File: config.mk
export PLATFORM = sky130hd
export DESIGN_NAME = pwm_multi_driver
export DESIGN_NICKNAME = d
export VERILOG_FILES = /design/src/rtl/pwm_multi_driver.sv
export SDC_FILE = /design/constraint.sdc
export NUM_CORES = 1
export LEC_CHECK = 0
export BUFFER_PORTS_ARGS = -buffer_cell sky130_fd_sc_hd__buf_2
export CORE_UTILIZATION = 40
export DETAILED_ROUTE_END_ITERATION = 6
export PLACE_DENSITY_LB_ADDON = 0.3
export SETUP_SLACK_MARGIN = 0.2
export SYNTH_ARGS = -nofsm -noshare
export SYNTH_HDL_FRONTEND = slang
export SYNTH_SLANG_ARGS = --single-unit
File: constraint.sdc
create_clock -name clk_i -period 3.7 [get_ports clk_i]
set_input_delay 0.37 -clock clk_i [delete_from_list [all_inputs] [get_ports clk_i]]
set_output_delay 0.37 -clock clk_i [all_outputs]
set_load 0.01 [all_outputs]
File: src/rtl/pwm_multi_driver.sv
// Multi-channel PWM generator sharing one edge/center-aligned counter.
// Mode, period and duty are double-buffered and applied only at a period boundary.
module pwm_multi_driver #(
  parameter int WIDTH    = 12,
  parameter int CHANNELS = 4
) (
  input  logic                      clk_i,
  input  logic                      rst_i,
  input  logic                      en_i,
  input  logic                      mode_i,
  input  logic [WIDTH-1:0]          period_i,
  input  logic [CHANNELS*WIDTH-1:0] duty_i,
  input  logic                      load_i,
  output logic [CHANNELS-1:0]       pwm_out_o,
  output logic                      period_end_o,
  output logic                      pending_o
);

  localparam logic [WIDTH-1:0] ONE  = WIDTH'(1);
  localparam logic [WIDTH-1:0] ZERO = '0;

  logic [WIDTH-1:0]          cnt_q, cnt_d;
  logic                      dir_down_q, dir_down_d;
  logic [WIDTH-1:0]          act_p_q, act_p_d;
  logic                      act_mode_q, act_mode_d;
  logic [CHANNELS*WIDTH-1:0] act_duty_q, act_duty_d;
  logic [WIDTH-1:0]          pend_p_q, pend_p_d;
  logic                      pend_mode_q, pend_mode_d;
  logic [CHANNELS*WIDTH-1:0] pend_duty_q, pend_duty_d;
  logic                      pending_q, pending_d;
  logic [CHANNELS-1:0]       pwm_q, pwm_d;
  logic                      pe_q, pe_d;
  logic                      term;
  logic                      apply;

  always_comb begin
    cnt_d       = cnt_q;
    dir_down_d  = dir_down_q;
    act_p_d     = act_p_q;
    act_mode_d  = act_mode_q;
    act_duty_d  = act_duty_q;
    pend_p_d    = pend_p_q;
    pend_mode_d = pend_mode_q;
    pend_duty_d = pend_duty_q;
    pwm_d       = '0;

    // Terminal cycle: last count before the counter returns to 0.
    if (act_mode_q) begin
      term = (act_p_q == ZERO) || ((act_p_q == ONE) && (cnt_q == ONE)) ||
             (dir_down_q && (cnt_q == ONE));
    end else begin
      term = (cnt_q == act_p_q);
    end

    if (!en_i || term) begin
      cnt_d      = ZERO;
      dir_down_d = 1'b0;
    end else if (!act_mode_q) begin
      cnt_d = cnt_q + ONE;
    end else if (dir_down_q) begin
      cnt_d = cnt_q - ONE;
    end else if (cnt_q == act_p_q) begin
      dir_down_d = 1'b1;
      cnt_d      = cnt_q - ONE;
    end else begin
      cnt_d = cnt_q + ONE;
    end

    for (int i = 0; i < CHANNELS; i++) begin
      pwm_d[i] = en_i && (cnt_q < act_duty_q[i*WIDTH +: WIDTH]);
    end
    pe_d = en_i && term;

    // Idle (EN low) counts as a boundary so a held block still takes new values.
    apply = pending_q && (term || !en_i);
    if (apply) begin
      act_p_d    = pend_p_q;
      act_mode_d = pend_mode_q;
      act_duty_d = pend_duty_q;
    end
    if (load_i) begin
      pend_p_d    = period_i;
      pend_mode_d = mode_i;
      pend_duty_d = duty_i;
    end
    pending_d = load_i || (pending_q && !apply);
  end

  always_ff @(posedge clk_i) begin
    if (rst_i) begin
      cnt_q       <= ZERO;
      dir_down_q  <= 1'b0;
      act_p_q     <= '1;
      act_mode_q  <= 1'b0;
      act_duty_q  <= '0;
      pend_p_q    <= ZERO;
      pend_mode_q <= 1'b0;
      pend_duty_q <= '0;
      pending_q   <= 1'b0;
      pwm_q       <= '0;
      pe_q        <= 1'b0;
    end else begin
      cnt_q       <= cnt_d;
      dir_down_q  <= dir_down_d;
      act_p_q     <= act_p_d;
      act_mode_q  <= act_mode_d;
      act_duty_q  <= act_duty_d;
      pend_p_q    <= pend_p_d;
      pend_mode_q <= pend_mode_d;
      pend_duty_q <= pend_duty_d;
      pending_q   <= pending_d;
      pwm_q       <= pwm_d;
      pe_q        <= pe_d;
    end
  end

  assign pwm_out_o    = pwm_q;
  assign period_end_o = pe_q;
  assign pending_o    = pending_q;

endmodule

[Word-level counts from Yosys, hierarchy flattened]
Index checks and enable logic that the tools add are counted.
Word-level totals
  register bits after elaboration: 141
  input bits: 65
  output and inout bits: 6
  logic and storage cells: 43
Cells by class
  $add $sub $neg: 2
  $lt $le $gt $ge: 4
  equality and inequality tests: 3
  multiplexer cells: 6
  reduce and logical (&&, ||, !) cells: 17
Operators by type and width (number)
  $lt 12x12->1: 4
  $mux 12: 3
  $eq 12x1->1 const B: 2
  $add 12x1->12 const B: 1
  $eq 12x12->1: 1
  $logic_not 12->1: 1
  $sub 12x1->12 const B: 1
  $logic_and 1x1->1: 9
  $logic_or 1x1->1: 4
  $mux 1: 3
  $logic_not 1->1: 2
  $reduce_or 2->1: 1

[Logic depth before layout (Yosys ltp)]
Gate-level depths: netlist of the first run.
  depth in word-level cells: 10
  depth in mapped cells: 10
  gate-level depth less buffers: 8

[Worst setup path after synthesis of the first run]
OpenSTA, ideal clock, no wires.
  path type: register to register
  start point: reg cnt_q[2]
  end point: reg act_p_q[0]
  library setup time: 0.118 ns
  arrival time: 2.318 ns
  data required time: 3.582 ns
  slack: 1.264 ns
  cell stages (with the launch flop): 9
  path buffers: 2
  period minus slack after synthesis: 2.436 ns
  cells stage by stage: dfxtp_1 buf_4 or4_4 or4_4 a22oi_4 o31ai_1 clkbuf_1 nor3_1 nor2_1
Between the ends
  longest elaborated chain between the ends: 7
  elaborated cells on any way between the ends: 9
  those cells by class: eq/ne (2); mux (1); reduce/logical (6)
Ends and longest elaborated chain
  start: declaration: line 22  | logic [WIDTH-1:0] cnt_q, cnt_d;
  start signal: assignment: line 103  | cnt_q <= cnt_d;
  $eq 12x1->1: line 49, 50
  $logic_and 1x1->1: line 49  | term = (act_p_q == ZERO) || ((act_p_q == ONE) && (cnt_q == ONE)) ||
  $logic_or 1x1->1 (2 in series): line 49
  $mux 1 (*): line 48  | if (act_mode_q) begin
  $logic_or 1x1->1 (*): line 75  | apply = pending_q && (term || !en_i);
  $logic_and 1x1->1 (*): line 75
  end signal: assignment: line 105  | act_p_q <= act_p_d;
  end: declaration: line 24  | logic [WIDTH-1:0] act_p_q, act_p_d;
Mark *: on every way between the ends. The rest lies on a longest branch, timed or not.
A chain may end at the register's enable or synchronous reset.

[Worst setup path after layout of the first run]
  start point: reg cnt_q[4]
  end point: reg act_duty_q[5]
Between the ends
  longest elaborated chain between the ends: 7
  elaborated cells on any way between the ends: 9
  those cells by class: eq/ne (2); mux (1); reduce/logical (6)
Ends and longest elaborated chain
  $eq 12x1->1: line 49, 50
  $logic_and 1x1->1: line 49
  $logic_or 1x1->1 (2 in series): line 49
  $mux 1 (*): line 48
  $logic_or 1x1->1 (*): line 75
  $logic_and 1x1->1 (*): line 75
  end signal: assignment: line 107  | act_duty_q <= act_duty_d;
  end: declaration: line 26  | logic [CHANNELS*WIDTH-1:0] act_duty_q, act_duty_d;
Marked as above.

==> results of run 1 <==
cell type report:
cell class | count | area, µm²
inverters | 55 | 206.4
clock buffers | 20 | 456.7
clock inverters | 12 | 113.9
repair buffers | 76 | 400.4
multi-input cells | 506 | 3234
flip-flops and latches | 141 | 2823
well taps | 216 | 270.3
fillers | 1491 | 8323
synthesized netlist by cell type (3+ instances only):
master                      number  share of area, %
sky130_fd_sc_hd__o211ai_1        4              0.46
sky130_fd_sc_hd__mux2i_1        71                11
sky130_fd_sc_hd__a211oi_1        4              0.46
sky130_fd_sc_hd__nor4_1          5              0.48
sky130_fd_sc_hd__buf_1           7              0.41
sky130_fd_sc_hd__buf_8           3              0.70
sky130_fd_sc_hd__nor3_1         27               2.1
sky130_fd_sc_hd__nand2_1       106               6.1
sky130_fd_sc_hd__a21o_1          8              0.93
sky130_fd_sc_hd__nand3_1        11              0.85
sky130_fd_sc_hd__clkbuf_1       27               1.6
sky130_fd_sc_hd__dfxtp_1       141                44
sky130_fd_sc_hd__o22ai_1         5              0.48
sky130_fd_sc_hd__nor2_1         99               5.7
sky130_fd_sc_hd__or3_1           3              0.29
sky130_fd_sc_hd__nand4_1         4              0.39
sky130_fd_sc_hd__inv_1          55               3.2
sky130_fd_sc_hd__o21ai_0         8              0.62
sky130_fd_sc_hd__ha_1           47               9.1
sky130_fd_sc_hd__a2111oi_0       4              0.54
sky130_fd_sc_hd__a21oi_1        57               4.4
sky130_fd_sc_hd__xor2_1          4              0.54
sky130_fd_sc_hd__nand2b_1        6              0.58
sky130_fd_sc_hd__buf_6           4              0.70
sky130_fd_sc_hd__xnor2_1        19               2.6
sky130_fd_sc_hd__and4_1          3              0.41
worst max-delay path by stage:
stage | endpoint | cells after the start
6_report | act_duty_q[5] | 7
5_1_grt | act_duty_q[5] | 7
4_1_cts | act_duty_q[5] | 7
3_5_place_dp | act_duty_q[5] | 7
3_3_place_gp | act_mode_q | 7
2_1_floorplan | act_p_q[0] | 8
critical path: stages (launching register included):
cell and delay (ns):
sky130_fd_sc_hd__dfxtp_1 0.47, sky130_fd_sc_hd__or4_4 0.64, sky130_fd_sc_hd__or4_4 0.55, sky130_fd_sc_hd__a22oi_4 0.26
sky130_fd_sc_hd__o31a_2 0.51, sky130_fd_sc_hd__buf_4 0.36, sky130_fd_sc_hd__nand2_1 0.09, sky130_fd_sc_hd__a21oi_1 0.13
kinds of logic (layout without fill, tap and decap cells):
kind of cell	after synthesis	count (layout)	synth area share, %
xor+xnor	23	23	3.109
fa+ha+maj	47	47	9.077
simple gates	271	271	17.88
buf+inv	98	163	6.740
flops	141	141	43.57
mux	71	71	10.97
compound gates	94	94	8.652
layer usage:
layer | up-vias | track usage (%)
li1 | 2597 | -
met1 | 2251 | 21.94
met2 | 63 | 27.93
met3 | 17 | 3.881
met4 | 0 | 8.374
met5 | - | 0
state kept, by name, summed over array words and instances, names as in the netlist:
signal	flops
act_p_q	12
act_duty_q	48
pwm_out_o	4
pend_p_q	12
act_mode_q	1
dir_down_q	1
period_end_o	1
pend_duty_q	48
pending_o	1
pend_mode_q	1
cnt_q	12
report_power, final:
part / leakage, µW / total, µW / internal (µW) / switching [µW]
registers: 0.00115 / 1630 / 1580 / 44.0
clock network: 0.000269 / 1620 / 963 / 657
logic: 0.00172 / 251 / 114 / 137
per-stage QoR:
step | total power (µW) | std cells | instance area [µm²] | hold WS, ns | utilization, %
3_5_place_dp | 1913 | 994 | 6934 | 0.4451 | 43.81
6_report | 3497 | 1026 | 7505 | 0.1751 | 47.42
2_1_floorplan | 1832 | 745 | 6479 | 0.4312 | -
5_1_grt | 3639 | 1026 | 7505 | 0.1676 | 47.42
4_1_cts | 3540 | 1026 | 7505 | 0.1611 | 47.42
3_3_place_gp | 1909 | 994 | 6934 | 0.4424 | 43.81
layout by cell type (no fill, tap or decap), types with 5 or more instances in the layout:
cell type,synthesis,layout
sky130_fd_sc_hd__nand2b_1,6,6
sky130_fd_sc_hd__mux2i_1,71,71
sky130_fd_sc_hd__o21ai_0,8,8
sky130_fd_sc_hd__inv_1,55,55
sky130_fd_sc_hd__buf_4,1,8
sky130_fd_sc_hd__a21o_1,8,8
sky130_fd_sc_hd__nand3_1,11,11
sky130_fd_sc_hd__ha_1,47,47
sky130_fd_sc_hd__a21oi_1,57,57
sky130_fd_sc_hd__nor2_1,99,99
sky130_fd_sc_hd__nand2_1,106,106
sky130_fd_sc_hd__nor3_1,27,27
sky130_fd_sc_hd__nor4_1,5,5
sky130_fd_sc_hd__dfxtp_1,141,141
sky130_fd_sc_hd__xnor2_1,19,19
sky130_fd_sc_hd__clkbuf_16,0,17
sky130_fd_sc_hd__buf_2,1,68
sky130_fd_sc_hd__o22ai_1,5,5
==> flow_summary.rst, run 1 <==
.. list-table::
   :header-rows: 1

   * - Metric
     - Value
   * - Post-detailed-route wirelength per cell
     - 13.13 µm
   * - Number of instances on the worst hold path
     - 3
   * - Met1 routed wirelength after detailed routing
     - 6535 µm
   * - Worst reg2reg endpoint
     - act_duty_q[5]
   * - Number of global-route vias before repair
     - 4600
   * - Area Overhead vs Synth
     - 15.84%
   * - Sequential cell area fraction in the yosys report
     - 43.57%
   * - Combined global-route utilization of all metal layers
     - 17.33%
   * - Wire length on met3
     - 457 µm
   * - Setup crit start
     - cnt_q[4]
   * - Met2 layer wire length in the routed design
     - 6206 µm
   * - Number of antenna violations at the first check in global routing
     - 0
   * - Starting DRT DRC Count
     - 228
   * - GPL Wtd Cong
     - 0.8158
   * - Sink of the worst hold path
     - pend_duty_q[41]
   * - Half-perimeter wire length of the detailed placement result
     - 8903 µm
   * - DRC violations left
     - 0
   * - Worst setup timing slack at the placement stage
     - ~0.63 ns
   * - Ys flop type
     - sky130_fd_sc_hd__dfxtp_1
   * - Transition at the pin with the smallest max-transition slack
     - 1.044 ns
   * - Cell count after synthesis
     - 745
   * - First-pass GRT wire length
     - 22140 µm
   * - Post-synthesis instance area
     - 0.006479 mm²
   * - Top layer reached by signal wires
     - met4
   * - Fin. max-slew vios
     - 0
   * - Total of max-cap violations
     - 0
   * - Total number of placement rows
     - 46
   * - Unrepaired setup endpoints after global routing
     - false
   * - Effective utilization at floorplan
     - 40.93%
   * - WP data required
     - 4.04 ns
   * - Number of failing setup endpoints in the final timing report
     - 0
   * - Die H
     - 129.3 µm
   * - CTS tree
     - built
   * - Slack of the critical path
     - between 0.6 and 0.7 ns
   * - Number of register bits inferred by synthesis
     - 141
   * - Final net count
     - 909
   * - EDFF count, synth
     - 0
   * - Largest net degree at the start of global routing
     - 74
   * - I/O pin count
     - 71
   * - Area enclosed by the die boundary
     - 0.01671 mm²
   * - Longest Clk Path Bufs
     - 2
   * - Wire length reported by the detailed router
     - 13480 µm
   * - Count of synthesis-stage warnings from yosys
     - 0
   * - Remaining Overflow, GRT
     - 0
   * - Final Hold Viols
     - 0
   * - Clock root buffer
     - sky130_fd_sc_hd__clkbuf_16
   * - Normalized max-slew margin
     - 30.37%
   * - Clk sink count
     - 141
   * - Reported leakage power
     - 0.003137 µW
   * - Ratio of cells with drive above 1 in the final layout
     - 13.83%
   * - HP Start
     - duty_i[41]
   * - R2r startpoint
     - cnt_q[4]
   * - Post-Syn Area per Cell
     - approximately 8.7 µm²
   * - Worst reg-to-reg path cell count
     - 7
   * - Setup Fix Bufs, Post-CTS
     - 0
   * - Count of buffers inserted at the top-level ports
     - 70
   * - Endpoint kind of the worst setup timing path
     - flop
   * - Register-to-register setup slack
     - 0.60 ns
   * - Total power density per cell area
     - 466.0 mW/mm²
   * - Post-cts gate resize count
     - 0
   * - Critical path data arrival time
     - 3.44 ns
   * - Reg clk slew, reported paths
     - 0.06 ns
   * - Worst clock skew
     - 0.006642 ns
   * - CTS buffer count
     - 17
   * - Vias/cell
     - roughly 4.8
   * - Antenna Nets Post-Route
     - 0
   * - Maximum fanout encountered on the critical timing path
     - 23
   * - Standard cell core area
     - 0.01583 mm²
   * - Number of detailed-route iterations in the first pass
     - 4
   * - Number of H-tree levels
     - 4
   * - Total of hold buffers inserted after clock tree synthesis
     - 0
   * - Path category of the worst min-delay check
     - input port to flop
   * - Highest clock frequency the design can meet
     - 0.3229 GHz
   * - Die outline width
     - 129.3 µm
   * - Result of the run
     - completed
   * - Fraction of the cycle the final worst path needs
     - 83.70%
   * - Kind of critical path
     - flop to flop
   * - Setup Total Neg Slack
     - 0 ns
   * - Diode count
     - 0
   * - Startpoint Class
     - flop
   * - Minimum clock period after layout
     - 3.097 ns
   * - Total nets after synthesis
     - between 800 and 900
   * - Clk Latency, worst-skew pair
     - ~0.42 ns
   * - Worst ir drop on vdd
     - about 0.3 mV
   * - Routed vias
     - 4928
   * - Number of distinct standard cells referenced by the synthesized netlist
     - 37
   * - Async set or reset register ratio after synthesis
     - 0%
Note: power is estimated with default switching activity, not from simulation.
==> run 2, diff against run 1 <==
--- a/config.mk
+++ b/config.mk
@@ -5,6 +5,7 @@
 export SDC_FILE = /design/constraint.sdc
 export NUM_CORES = 1
 export LEC_CHECK = 0
+export ABC_AREA = 1
 export BUFFER_PORTS_ARGS = -buffer_cell sky130_fd_sc_hd__buf_2
 export CORE_UTILIZATION = 40
 export DETAILED_ROUTE_END_ITERATION = 6
==> constraint.sdc (replaced) <==
create_clock -name clk_i -period 3.18 [get_ports clk_i]
set_input_delay 0.318 -clock clk_i [delete_from_list [all_inputs] [get_ports clk_i]]
set_output_delay 0.318 -clock clk_i [all_outputs]
set_load 0.01 [all_outputs]
==> run 2 against run 1 <==
Setup slack improved by 0.11 ns. Combinational power increased by 98%. Via count increased by 22%. Power increased by 28%. Global-route usage increased by 0.55 points. Clock-buffer cell count increased by 1. Hold slack got worse by 0.053 ns. Critical endpoint is now act_p_q[10]. Largest cell class unchanged. Highest routed layer unchanged.
==> flow_summary.rst, run 2 <==
.. list-table::
   :header-rows: 1

   * - Metric
     - Value
   * - Result of the run
     - completed
   * - Number of global-route vias before repair
     - 5383 (+17%)
   * - Setup Total Neg Slack
     - 0 ns (unchanged)
   * - Post-synthesis instance area
     - 0.006944 mm² (+7.2%)
   * - Final Hold Viols
     - 0 (unchanged)
   * - Reported leakage power
     - 0.003657 µW (+17%)
   * - Unrepaired setup endpoints after global routing
     - false
   * - Total of hold buffers inserted after clock tree synthesis
     - 0 (unchanged)
   * - Worst setup timing slack at the placement stage
     - 0.7627 ns (+0.1316 ns)
   * - Starting DRT DRC Count
     - 320 (+40%)
   * - Number of failing setup endpoints in the final timing report
     - 0 (unchanged)
   * - Number of filler cells placed in the layout
     - 1738 (+17%)
   * - Longest Clk Path Bufs
     - 2 (unchanged)
   * - Cell count after synthesis
     - 977 (+31%)
   * - Most frequent cells after synthesis
     - 156 x sky130_fd_sc_hd__nand2_1, 141 x sky130_fd_sc_hd__dfxtp_1, 134 x sky130_fd_sc_hd__a21oi_1
   * - Fraction of the cycle the final worst path needs
     - 77.45% (-6.3 points)
   * - Footprint of the flip-flops and latches
     - 0.002826 mm² (+0.13%)
   * - Async set or reset register ratio after synthesis
     - 0% (unchanged)
   * - Critical Path Slowest Stage Cell
     - sky130_fd_sc_hd__dfxtp_1
   * - Top area cells in the synthesized netlist
     - sky130_fd_sc_hd__dfxtp_1 41%, sky130_fd_sc_hd__a21oi_1 9.7%, sky130_fd_sc_hd__ha_1 8.5%, sky130_fd_sc_hd__nand2_1 8.4%, sky130_fd_sc_hd__nand3_1 7.0%
   * - Standard cell core area
     - 0.01676 mm² (+5.9%)
   * - Total nets after synthesis
     - 1089 (+27%)
   * - Normalized max-slew margin
     - 52.85% (+22 points)
   * - Die H
     - 133.8 µm (+3.5%)
   * - EDFF count, synth
     - 0 (unchanged)
   * - Area Overhead vs Synth
     - 14.81%
   * - Number of H-tree levels
     - 4 (unchanged)
   * - Post-Syn Area per Cell
     - 7.108 µm² (-18%)
   * - Total number of placement rows
     - 47 (+2.2%)
   * - Path category of the worst min-delay check
     - input port to flop
   * - Endpoint kind of the worst setup timing path
     - flop
   * - Ys flop type
     - sky130_fd_sc_hd__dfxtp_1
   * - Power after layout
     - 4466 µW (+28%)
   * - Die outline width
     - 133.8 µm (+3.5%)
   * - Count of buffers inserted at the top-level ports
     - 70 (unchanged)
   * - Sequential cell area fraction in the yosys report
     - 40.65% (-2.9 points)
   * - Transition at the pin with the smallest max-transition slack
     - 0.7072 ns (-0.3371 ns)
   * - Slack of the critical path
     - 0.7172 ns (+0.1142 ns)
   * - Number of register bits inferred by synthesis
     - 141 (unchanged)
   * - Count of synthesis-stage warnings from yosys
     - 0 (unchanged)
   * - Worst clock skew
     - 0.008531 ns (+0.001890 ns)
   * - I/O pin count
     - 71 (unchanged)
   * - Final net count
     - 1131 (+24%)
   * - Reg clk slew, reported paths
     - 0.06 ns (about the same)
   * - Vias/cell
     - 4.800 (about the same)
   * - Kind of critical path
     - flop to flop
   * - Worst ir drop on vdd
     - 0.3432 mV (+18%)
   * - Clk Latency, worst-skew pair
     - 0.42 ns (about the same)
   * - CTS tree
     - built
   * - Routed vias
     - 6005 (+22%)
   * - Maximum cell stage delay along the critical path
     - 0.68 ns (+0.04 ns)
   * - DRC violations left
     - 0 (unchanged)
   * - Number of antenna violations at the first check in global routing
     - 0 (unchanged)
   * - Diode count
     - 0 (unchanged)
   * - Number of distinct standard cells referenced by the synthesized netlist
     - 23 (-38%)
   * - Startpoint Class
     - flop
   * - Most common library cell in the layout ignoring fill and taps
     - sky130_fd_sc_hd__nand2_1
   * - Setup Fix Bufs, Post-CTS
     - 0 (unchanged)
   * - Sequence of cells on the critical path
     - xnor2_1 > nand2_1 > nor2_1 > nand3_2 > nand2_1 > nand2_2 > nand2_4 > nand2_1 > nand2_1 > nand3_1
   * - Highest clock frequency the design can meet
     - 0.4061 GHz (+26%)
   * - Maximum fanout encountered on the critical timing path
     - 41 (+78%)
   * - First-pass GRT wire length
     - 25520 µm (+15%)
   * - Fin. max-slew vios
     - 0 (unchanged)
   * - Total power density per cell area
     - 560.2 mW/mm² (+20%)
   * - Minimum clock period after layout
     - 2.463 ns (-0.6342 ns)
   * - Clk sink count
     - 141 (unchanged)
   * - Critical path data arrival time
     - 2.75 ns (-0.69 ns)
   * - WP data required
     - 3.47 ns (-0.57 ns)
   * - Post-cts gate resize count
     - 0 (unchanged)
   * - Post-detailed-route wirelength per cell
     - 12.05 µm (-8.3%)
   * - Commonest cells after routing, fill and taps aside
     - 156 x sky130_fd_sc_hd__nand2_1, 140 x sky130_fd_sc_hd__dfxtp_1, 134 x sky130_fd_sc_hd__a21oi_1
   * - Total of max-cap violations
     - 0 (unchanged)
   * - Area enclosed by the die boundary
     - 0.01789 mm² (+7.1%)
   * - Wire length reported by the detailed router
     - 15080 µm (+12%)
   * - Number of detailed-route iterations in the first pass
     - 5 (+1)
   * - Largest registers
     - act_duty_q (48), pend_duty_q (48)
   * - Worst hold slack across all endpoints
     - 0.1219 ns (-0.05323 ns)
   * - Effective utilization at floorplan
     - 41.43% (+0.50 points)
   * - Combined global-route utilization of all metal layers
     - 17.89% (+0.55 points)
   * - Clock root buffer
     - sky130_fd_sc_hd__clkbuf_16
   * - Dominant cell type by area after synthesis
     - sky130_fd_sc_hd__dfxtp_1
   * - Largest net degree at the start of global routing
     - 123 (+66%)
   * - CTS buffer count
     - 17 (unchanged)
   * - Number of standard cells in the layout, taps in and fillers out
     - 1251 (+22%)
   * - Half-perimeter wire length of the detailed placement result
     - 9942 µm (+12%)
   * - Multi-input logic area
     - 0.003347 mm² (+3.5%)
   * - Most frequent cell after synthesis
     - sky130_fd_sc_hd__nand2_1
   * - Cell repeated most along the worst path
     - sky130_fd_sc_hd__nand2_1
   * - Antenna Nets Post-Route
     - 0 (unchanged)
   * - Dpl cells
     - 1220 (+23%)
   * - Ratio of cells with drive above 1 in the final layout
     - 11.74% (-2.1 points)
   * - GPL Wtd Cong
     - 0.8781 (+7.6%)
   * - Area fraction of the dominant cell type after synthesis
     - 40.65% (-2.9 points)
   * - Remaining Overflow, GRT
     - 0 (unchanged)
## run 2: metal layers
| layer | up-vias | routed length [µm] | global-route usage (%) | share of wire [%] |
|---|---|---|---|---|
| li1 | 3232 | - | - | - |
| met1 | 2665 | 7403 | 24.02 | 49 |
| met2 | 91 | 6893 | 28.12 | 46 |
| met3 | 17 | 517 | 3.463 | 3.4 |
| met4 | 0 | 261 | 7.008 | 1.7 |
| met5 | - | 0 | 0 | 0 |
## run 2: cell type report
class | instances | area share (%)
repair buffers | 77 | 5.524
flip-flops and latches | 141 | 35.45
clock buffers | 21 | 5.775
multi-input cells | 653 | 41.98
inverters | 129 | 6.073
clock inverters | 10 | 1.742
well taps | 220 | 3.453
## run 2: through the flow
step / utilization [%] / cell area (µm²)
2_1_floorplan: - / 6944
3_3_place_gp: 43.99 / 7373
3_5_place_dp: 43.99 / 7373
4_1_cts: 47.57 / 7973
5_1_grt: 47.57 / 7973
6_report: 47.57 / 7973
## run 2: cell families (layout without fill, tap and decap cells)
logic type | after synthesis | in the layout | synth area share [%]
flops | 141 | 141 | 40.65
compound gates | 212 | 212 | 15.53
xor+xnor | 9 | 9 | 1.135
simple gates | 385 | 385 | 22.99
fa+ha+maj | 47 | 47 | 8.468
buf+inv | 183 | 237 | 11.23
## run 2: final timing paths
kind / start / to / slack [ns] / cells past startpoint
worst max-delay path: cnt_q[8] / act_p_q[10] / 0.72 / 10
worst min-delay path: period_i[9] / pend_p_q[9] / 0.12 / 3
worst max register to register: cnt_q[8] / act_p_q[10] / 0.72 / 10
worst min register to register: pend_duty_q[13] / pend_duty_q[13] / 0.46 / 2
## run 2: critical path, delay by kind of cell, from the launching register on
family	cells	cell delay, ns
xor+xnor	1	0.18
flops	1	0.68
simple gates	9	1.46
## run 2: power by group
part / total, µW / switching, µW / internal (µW)
Combinational: 498 / 301 / 197
Clock: 2010 / 742 / 1270
Sequential: 1960 / 72.0 / 1890
Total: 4470 / 1110 / 3350
